### config.mk
export PLATFORM = sky130hd
export DESIGN_NAME = semaforo_ctrl
export DESIGN_NICKNAME = d
export VERILOG_FILES = /design/src/rtl/semaforo_ctrl.sv
export SDC_FILE = /design/constraint.sdc
export NUM_CORES = 1
export LEC_CHECK = 0
export BUFFER_PORTS_ARGS = -buffer_cell sky130_fd_sc_hd__buf_2
export CORE_ASPECT_RATIO = 1.2
export CORE_MARGIN = 2
export CORE_UTILIZATION = 43
export CTS_BUF_LIST = sky130_fd_sc_hd__clkbuf_4
export DETAILED_ROUTE_END_ITERATION = 10
export SETUP_SLACK_MARGIN = 0.4
export SYNTH_ARGS = -nofsm -noshare
export SYNTH_HDL_FRONTEND = slang
export SYNTH_SLANG_ARGS = --single-unit
### constraint.sdc
create_clock -name clk -period 2.7 [get_ports clk]
set_clock_uncertainty 0.05 [all_clocks]
set_input_delay 0 -clock clk [delete_from_list [all_inputs] [get_ports clk]]
set_output_delay 0 -clock clk [all_outputs]
set_load 0.1 [all_outputs]
### src/rtl/semaforo_ctrl.sv
// Two-road traffic-light controller: G/Y/all-red cycle, latched pedestrian cut, night flashing.
// Latency: lamps are a pure decode of registered state; a push-button shortens green 1 cycle after sampling.
// Backpressure: none; free-running, inputs are sampled every rising edge of clk.
//
// Ports:
//   clk       system clock, rising edge
//   rst       synchronous active-high reset (state R2, counters and latches cleared)
//   night     level request for night (flashing yellow) mode, honoured at all-red only
//   ped_req1  push-button for the crossing parallel to road 1
//   ped_req2  push-button for the crossing parallel to road 2
//   c1, c2    lamp codes for road 1 / road 2 (0 green, 1 yellow, 2 red, 3 off)
//   p1, p2    pedestrian walk lamps, parallel to road 1 / road 2
//   wait1/2   pending pedestrian request indicators
module semaforo_ctrl #(
  parameter int CW          = 8,
  parameter int T_GREEN     = 8,
  parameter int T_MIN_GREEN = 3,
  parameter int T_YELLOW    = 3,
  parameter int T_ALLRED    = 2,
  parameter int T_FLASH     = 4
) (
  input  logic       clk,
  input  logic       rst,
  input  logic       night,
  input  logic       ped_req1,
  input  logic       ped_req2,
  output logic [1:0] c1,
  output logic [1:0] c2,
  output logic       p1,
  output logic       p2,
  output logic       wait1,
  output logic       wait2
);

  typedef enum logic [2:0] {
    S_G1    = 3'd0,
    S_Y1    = 3'd1,
    S_R1    = 3'd2,
    S_G2    = 3'd3,
    S_Y2    = 3'd4,
    S_R2    = 3'd5,
    S_NIGHT = 3'd6
  } state_t;

  localparam logic [1:0] LAMP_G   = 2'd0;
  localparam logic [1:0] LAMP_Y   = 2'd1;
  localparam logic [1:0] LAMP_R   = 2'd2;
  localparam logic [1:0] LAMP_OFF = 2'd3;

  // Last count value of each phase (a phase of length T spans cnt=0..T-1).
  localparam logic [CW-1:0] GREEN_LAST  = CW'(T_GREEN - 1);
  localparam logic [CW-1:0] MINGRN_LAST = CW'(T_MIN_GREEN - 1);
  localparam logic [CW-1:0] YELLOW_LAST = CW'(T_YELLOW - 1);
  localparam logic [CW-1:0] ALLRED_LAST = CW'(T_ALLRED - 1);
  localparam logic [CW-1:0] FLASH_LAST  = CW'(T_FLASH - 1);

  state_t        state, state_n;
  logic [CW-1:0] cnt, cnt_n;
  logic          pend1, pend1_n;
  logic          pend2, pend2_n;
  logic          flash, flash_n;

  always_ff @(posedge clk) begin
    if (rst) begin
      state <= S_R2;
      cnt   <= '0;
      pend1 <= 1'b0;
      pend2 <= 1'b0;
      flash <= 1'b0;
    end else begin
      state <= state_n;
      cnt   <= cnt_n;
      pend1 <= pend1_n;
      pend2 <= pend2_n;
      flash <= flash_n;
    end
  end

  always_comb begin
    state_n = state;
    cnt_n   = cnt + CW'(1);
    flash_n = flash;
    c1      = LAMP_R;
    c2      = LAMP_R;
    p1      = 1'b0;
    p2      = 1'b0;

    case (state)
      S_G1: begin
        c1 = LAMP_G;
        p1 = 1'b1;
        // Early cut uses the registered request; harmless when cnt is already at the last value.
        if (cnt == GREEN_LAST || (pend2 && cnt >= MINGRN_LAST)) state_n = S_Y1;
      end
      S_Y1: begin
        c1 = LAMP_Y;
        if (cnt == YELLOW_LAST) state_n = S_R1;
      end
      S_R1: begin
        if (cnt == ALLRED_LAST) state_n = night ? S_NIGHT : S_G2;
      end
      S_G2: begin
        c2 = LAMP_G;
        p2 = 1'b1;
        if (cnt == GREEN_LAST || (pend1 && cnt >= MINGRN_LAST)) state_n = S_Y2;
      end
      S_Y2: begin
        c2 = LAMP_Y;
        if (cnt == YELLOW_LAST) state_n = S_R2;
      end
      S_R2: begin
        if (cnt == ALLRED_LAST) state_n = night ? S_NIGHT : S_G1;
      end
      S_NIGHT: begin
        c1 = flash ? LAMP_Y : LAMP_OFF;
        c2 = flash ? LAMP_Y : LAMP_OFF;
        if (!night) begin
          state_n = S_R2;
        end else if (cnt == FLASH_LAST) begin
          flash_n = ~flash;
          cnt_n   = '0;
        end
      end
      default: begin
        state_n = S_R2;
      end
    endcase

    // Every phase change restarts the counter; night always starts dark.
    if (state_n != state) begin
      cnt_n = '0;
      if (state_n == S_NIGHT) flash_n = 1'b0;
    end

    // Requests are dropped while in (or entering) night mode; entering the served
    // green clears the latch even if the button is still held.
    pend1_n = pend1;
    pend2_n = pend2;
    if (state == S_NIGHT || state_n == S_NIGHT) begin
      pend1_n = 1'b0;
      pend2_n = 1'b0;
    end else begin
      if (state_n == S_G1 && state != S_G1) pend1_n = 1'b0;
      else if (ped_req1 && state != S_G1)   pend1_n = 1'b1;
      if (state_n == S_G2 && state != S_G2) pend2_n = 1'b0;
      else if (ped_req2 && state != S_G2)   pend2_n = 1'b1;
    end
  end

  assign wait1 = pend1;
  assign wait2 = pend2;

endmodule

==> impl_metrics.csv, run 1 <==
group,metric,value,unit
run_status,status,"finished clean",
job,max_cap_viol_count,0,
critical_path,critPathMaxFanout,5,
route,num_vias,1040,
cts,clock_latency,0.28,ns
synthesis,synthFlopType,"dfxtp_1",
synthesis,synth-async-reset-ratio,0,%
die,placeableCoreArea,0.00226,mm2
timing,relSlewSlack,59.8,%
synthesis,synth_top_cell_by_area,"dfxtp_1",
synthesis,synth_area_per_cell,7.79,um2
critical_path,setup.worst_path.start,"cnt[5]$_SDFF_PP0_",
route,ant_nets,0,
placed_design,dp_hpwl,2.08,mm
critical_path,worstPathRequired,2.88,ns
pwr,pwr-share-seq,25.0,%
cts,htree_levels,1,
global_routing,track_usage,22.3,%
timing,period_needed,2.25,ns
critical_path,crit_path_start_kind,"flop",
route,drc,0,
die,die_y,57.2,um
min_path,whs_path_depth,3,
synthesis,yosys.area.top_type_share,27.7,%
die,initial_core_util,44.8,%
placed_design,dpl_cell_area,0.00117,mm2
timing,layout_worst_path_cycle_share,83.5,%
synthesis,synth_area,0.00101,mm2
timing,final_hold_viol_count,0,
critical_path,end_kind,"flop",
placed_design,place_ws,0.358,ns
timing,finalSetupViolCount,0,
synthesis,synthTopCellsByArea,"dfxtp_1 (28%), nand2_1 (5.2%), nand2b_1 (4.9%)",
die,die_area,0.00276,mm2
cts,clkTransAtPathRegs,0.09,ns
pwr,power_frac_comb,65.8,%
synthesis,post_synth_inst_count,130,
critical_path,arrival,2.44,ns
pwr,power_frac_clock,9.3,%
timing,finalMaxSlewViolations,0,
route,wire_per_inst,15.1,um
pwr,p_leak,0.000478,uW
timing,fin_hold_ws,0.0600,ns
pwr,cellPowerDensity,1040,mW/mm2
global_routing,overflow,0,
timing,fmax,0.444,GHz
die,die-width,48.3,um
timing,tns,0,ns
synthesis,syn-num-nets,138,
cts,cts_buffers,3,
critical_path,cp-endpoint,"wait1$_SDFFE_PP0P_",
global_routing,grt_pass1_wl,4.36,mm
placed_design,routabilityCongestion,1.05,
cells_and_area,n_antenna_cell,0,
cts,cts.sinks,14,
cells_and_area,nNetsFinal,157,
route,wl,2.69,mm
pwr,swShare,57.0,%
cts,cts_tree,"yes",
cts,post_cts_buffers,0,
timing,setup_ws,0.446,ns
placed_design,io_buffers,12,
die,io_pins,13,
critical_path,regToRegEndpoint,"wait1$_SDFFE_PP0P_",
cells_and_area,synthToLayoutAreaGrowth,24.5,%
global_routing,grt_max_degree,16,
cells_and_area,postLayoutCellArea,0.00126,mm2
synthesis,ys_ff_latch,14,
min_path,hold_class,"primary input to flop",
placed_design,dp_cells,174,
pwr,peakVddDrop,0.509,mV
timing,worst_pin_slew,0.602,ns
route,routed_via_density,5.84,
cts,ctsRootBufferMaster,"clkbuf_4",
critical_path,reg2reg_depth,6,
pwr,p_int,565,uW
pwr,p_sw,748,uW
cells_and_area,fin_cells,178,
global_routing,grt_pass1_vias,913,
route,drt_first_pass_iters,4,
cts,clk_path_buf_depth,2,
critical_path,timing.rr.start,"cnt[5]$_SDFF_PP0_",
cells_and_area,fill_cells,218,
critical_path,rrSetupSlack,0.45,ns
die,placementRows,19,
timing,rsz0062_at_grt,"yes",
synthesis,ys_seq_area_share,27.7,%
critical_path,critical_path_class,"flop to flop",
global_routing,antenna_found_initial,0,
synthesis,ys_warn_count,0,
synthesis,ys_types,45,
route,drt_iter0_drc,34,
cells_and_area,layout-drive-gt1-share,28.6,%
synthesis,synth_edf_count,0,
cell usage after synthesis, drive strengths merged (2+ instances only):
cell	count
xnor2	3
dfxtp	14
nor4b	2
o22ai	2
a21o	2
nor3	7
clkbuf	5
or2	4
o21a	2
ha	3
inv	4
and3	2
o21ai	4
nor2	9
nand3	5
a31oi	2
o211a	2
a21oi	5
nor2b	3
xor2	4
nand2	14
nor4	5
nand2b	8
what timing repair did:
action / CTS / global route
pin swaps: 0 / 2
gates resized for setup: 2 / 10
endpoints found under the setup margin: 9 / 9
hold buffers: 1 / 0
hold endpoints to repair: 4 / 0
placed cells by master (no fill, tap or decap), types with 2 or more instances in the layout:
cell type	count
xnor2_1	3
nor4_1	3
nand2_1	14
nor2b_1	3
nand3_1	5
o211a_1	2
or2_1	2
nand2b_1	8
xor2_1	4
inv_1	4
dfxtp_2	3
o21a_1	2
clkbuf_4	3
nor4b_2	2
nor4_2	2
a21o_1	2
o21ai_0	2
buf_2	12
a21oi_1	4
nor2_1	8
buf_4	6
nor3_1	6
dfxtp_1	11
ha_1	3
worst min path at each step:
stage,slack (ns),start,end
floorplan,0.02,rst,state[1]$_SDFF_PP0_
global placement,0.21,rst,state[1]$_SDFF_PP0_
detailed placement,0.21,rst,flash$_SDFF_PP0_
CTS,0.06,ped_req1,wait1$_SDFFE_PP0P_
global route,0.08,ped_req1,wait1$_SDFFE_PP0P_
finish,0.06,ped_req1,wait1$_SDFFE_PP0P_
sequential cells by signal (all words and copies together) (netlist names):
name,cells
state,3
flash,1
wait1,1
cnt,8
wait2,1
metal layers:
layer	GRT usage (%)	share of wire (%)	vias to the layer above
met1	28.7	42	482
met4	6.95	1.2	0
li1	-	-	517
met5	0	0	-
met3	3.80	4.7	6
met2	36.5	52	35
power groups by stage:
stage	Clock [uW]	Sequential (uW)	Combinational [uW]
after detailed placement	0	325	829
after global placement	0	325	826
final	122	328	863
after CTS	123	320	837
after floorplan	0	346	638
after global routing	135	336	916
critical path, cell delays in order, from the launching register on:
cell	delay, ns
dfxtp_1	0.37
or3_4	0.43
o41a_1	0.43
or2_1	0.31
o211a_1	0.28
a21oi_1	0.15
o221a_2	0.19
stage by stage:
| step | total power, uW | util, % |
|---|---|---|
| after floorplan | 984 | - |
| after global placement | 1150 | 52.0 |
| after detailed placement | 1150 | 52.0 |
| after CTS | 1280 | 53.7 |
| after global routing | 1390 | 55.8 |
| final | 1310 | 55.8 |
cells by family after synthesis:
logic type               count (synthesis)  share of synthesized area, %
buffers and inverters                    9                          3.34
XOR/XNOR                                 7                          6.06
multiplexers                             1                         0.989
flip-flops                              14                          27.7
adder cells (fa/ha/maj)                  3                          3.71
AO/OA/AOI/OAI                           31                          23.2
AND/OR/NAND/NOR                         65                          35.0
final cells by class:
| type | instances | area, um2 | share of cell area [%] |
|---|---|---|---|
| Clock buffer | 3 | 22.5 | 1.79 |
| Sequential cell | 14 | 284 | 22.5 |
| Timing Repair Buffer | 19 | 115 | 9.14 |
| Multi-Input combinational cell | 107 | 785 | 62.3 |
| Inverter | 4 | 15.0 | 1.19 |
| Tap cell | 31 | 38.8 | 3.08 |
No activity file was read; power rests on OpenSTA's default activity.
==> run 2, diff against run 1 <==
==> constraint.sdc (replaced) <==
create_clock -name clk -period 2.1 [get_ports clk]
set_clock_uncertainty 0.05 [all_clocks]
set_input_delay 0 -clock clk [delete_from_list [all_inputs] [get_ports clk]]
set_output_delay 0 -clock clk [all_outputs]
set_load 0.1 [all_outputs]
==> impl_metrics.csv, run 2 (synthesized netlist as in run 1, its figures left out) <==
group,metric,value,unit
run_status,status,"finished with violations",
run_status,failed_checks,"negative setup slack",
timing,fmax,0.455,GHz
critical_path,setup.worst_path.start,"cnt[4]$_SDFF_PP0_",
placed_design,io_buffers,12,
timing,setup_ws,-0.0963,ns
placed_design,dp_cells,195,
cells_and_area,fin_cells,208,
critical_path,regToRegEndpoint,"wait1$_SDFFE_PP0P_",
cells_and_area,final_util,74.5,%
timing,tns,-0.684,ns
global_routing,grt_max_degree,15,
cells_and_area,largest_reg_flops,8,
pwr,power_frac_comb,72.1,%
route,ant_nets,0,
critical_path,cp_top_family,"compound AO/OA/AOI/OAI gates",
cts,cts_buffers,3,
pwr,power_frac_clock,8.2,%
timing,layout_worst_path_cycle_share,105,%
critical_path,crit_buf_inv,3,
pwr,peakVddDrop,0.972,mV
cells_and_area,synthToLayoutAreaGrowth,66.1,%
timing,relSlewSlack,64.6,%
pwr,swShare,51.8,%
cells_and_area,layout_common_cells,"buf_4 (30), nand2_1 (13), nand2b_1 (8), buf_2 (8)",
die,io_pins,13,
global_routing,grt_pass1_wl,5.69,mm
die,placementRows,19,
global_routing,antenna_found_initial,0,
route,num_vias,1206,
die,die_y,57.2,um
critical_path,crit_path_start_kind,"flop",
cts,clk_path_buf_depth,2,
critical_path,critPathMaxFanout,4,
critical_path,cp_cell_sequence,"or3_4 -> buf_4 -> buf_6 -> a2111oi_4 -> buf_4 -> a21o_1 -> o211a_4 -> a21oi_2 -> o221a_2",
pwr,pwr-share-seq,19.7,%
pwr,p_sw,1140,uW
pwr,p_leak,0.000669,uW
cts,clkTransAtPathRegs,0.09,ns
timing,rsz0062_at_grt,"yes",
pwr,p_int,1060,uW
critical_path,crit_top_cell,"buf_4",
job,max_cap_viol_count,0,
cts,clock_latency,0.29,ns
die,initial_core_util,44.8,%
critical_path,critical_path_depth,9,
route,wire_per_inst,16.9,um
cts,cts.sinks,14,
cells_and_area,layout-drive-gt1-share,52.0,%
die,die_area,0.00276,mm2
pwr,cellPowerDensity,1310,mW/mm2
critical_path,timing.rr.start,"cnt[4]$_SDFF_PP0_",
cts,cts_tree,"yes",
placed_design,routabilityCongestion,0.844,
timing,worst_pin_slew,0.528,ns
critical_path,end_kind,"flop",
global_routing,grt_pass1_vias,1248,
cells_and_area,largestRegisters,"cnt: 8 flops, state: 3 flops",
cells_and_area,nNetsFinal,186,
route,drc,0,
critical_path,critical_path_class,"flop to flop",
critical_path,worstPathRequired,2.24,ns
die,placeableCoreArea,0.00226,mm2
cts,ctsRootBufferMaster,"clkbuf_4",
critical_path,crit_slowest_cell,"or3_4",
cells_and_area,regMostFlops,"cnt",
route,wl,3.52,mm
timing,final_hold_viol_count,0,
timing,period_needed,2.20,ns
cells_and_area,n_antenna_cell,0,
cells_and_area,final_common_cell,"buf_4",
route,drt_iter0_drc,32,
die,die-width,48.3,um
global_routing,track_usage,29.2,%
critical_path,arrival,2.33,ns
route,drt_first_pass_iters,4,
placed_design,dp_hpwl,2.36,mm
timing,finalMaxSlewViolations,0,
min_path,hold_class,"primary input to flop",
route,routed_via_density,5.80,
timing,finalSetupViolCount,11,
cts,htree_levels,1,
critical_path,cp-endpoint,"wait1$_SDFFE_PP0P_",
critical_path,cp_slowest_stage_delay,0.42,ns
critical_path,reg2reg_depth,9,
critical_path,rrSetupSlack,-0.1,ns
global_routing,overflow,0,
run 2: changes by cell type in the layout (fill, tap and decap cells not counted), sizes merged:
cell,delta
buf,+29
clkbuf,+1
run 2: power groups by stage:
stage	logic, uW	registers (uW)	clock network [uW]
6_report	1590	434	181
5_1_grt	1680	441	198
3_3_place_gp	1240	426	0
3_5_place_dp	1240	428	0
4_1_cts	1490	424	186
2_1_floorplan	899	462	0
run 2: what timing repair did:
action	CTS	global route
gates cloned	0	0
buffers inserted	6	2
hold endpoints to repair	4	0
hold buffers	1	0
pin swaps	7	3
endpoints found under the setup margin	18	19
gates resized for setup	27	11
run 2: how the worst min path moves through the flow:
stage | slack (ns) | cells after the start | startpoint | endpoint
final | 0.06 | 4 | ped_req2 | wait2$_SDFFE_PP0P_
after global routing | 0.09 | 4 | ped_req2 | wait2$_SDFFE_PP0P_
after CTS | 0.07 | 3 | ped_req1 | wait1$_SDFFE_PP0P_
after detailed placement | 0.22 | 2 | rst | state[1]$_SDFF_PP0_
after global placement | 0.21 | 2 | rst | state[1]$_SDFF_PP0_
after floorplan | 0.02 | 1 | rst | state[1]$_SDFF_PP0_
run 2: worst register-to-register path, delay by kind of cell (launching register included):
kind,cells,cell delay (ns)
buffers and inverters,3,0.45
DFF,1,0.33
and+or+nand+nor,1,0.42
AOI/OAI and AO/OA,5,0.85
run 2: final cells by class:
type	instances	area [um2]
Timing Repair Buffer	48	384
Inverter	4	15.0
Sequential cell	14	294
Clock buffer	4	30.0
Fill cell	176	577
Tap cell	31	38.8
Multi-Input combinational cell	107	920
run 2: stage by stage:
stage	hold WS, ns	worst slack [ns]	cell area [um2]	total power [uW]
finish	0.0613	-0.0963	1680	2200
global route	0.0926	-0.157	1680	2320
CTS	0.0719	-0.0410	1630	2100
detailed placement	0.218	-0.0744	1420	1670
global placement	0.208	-0.0374	1420	1660
floorplan	0.0224	-0.199	1160	1360
run 2: routing by layer:
layer | up-vias | GRT usage (%) | part of all wire, %
li1 | 574 | - | -
met3 | 24 | 5.38 | 3.4
met5 | - | 0 | 0
met4 | 0 | 13.5 | 5.3
met2 | 40 | 51.1 | 54
met1 | 568 | 31.6 | 37
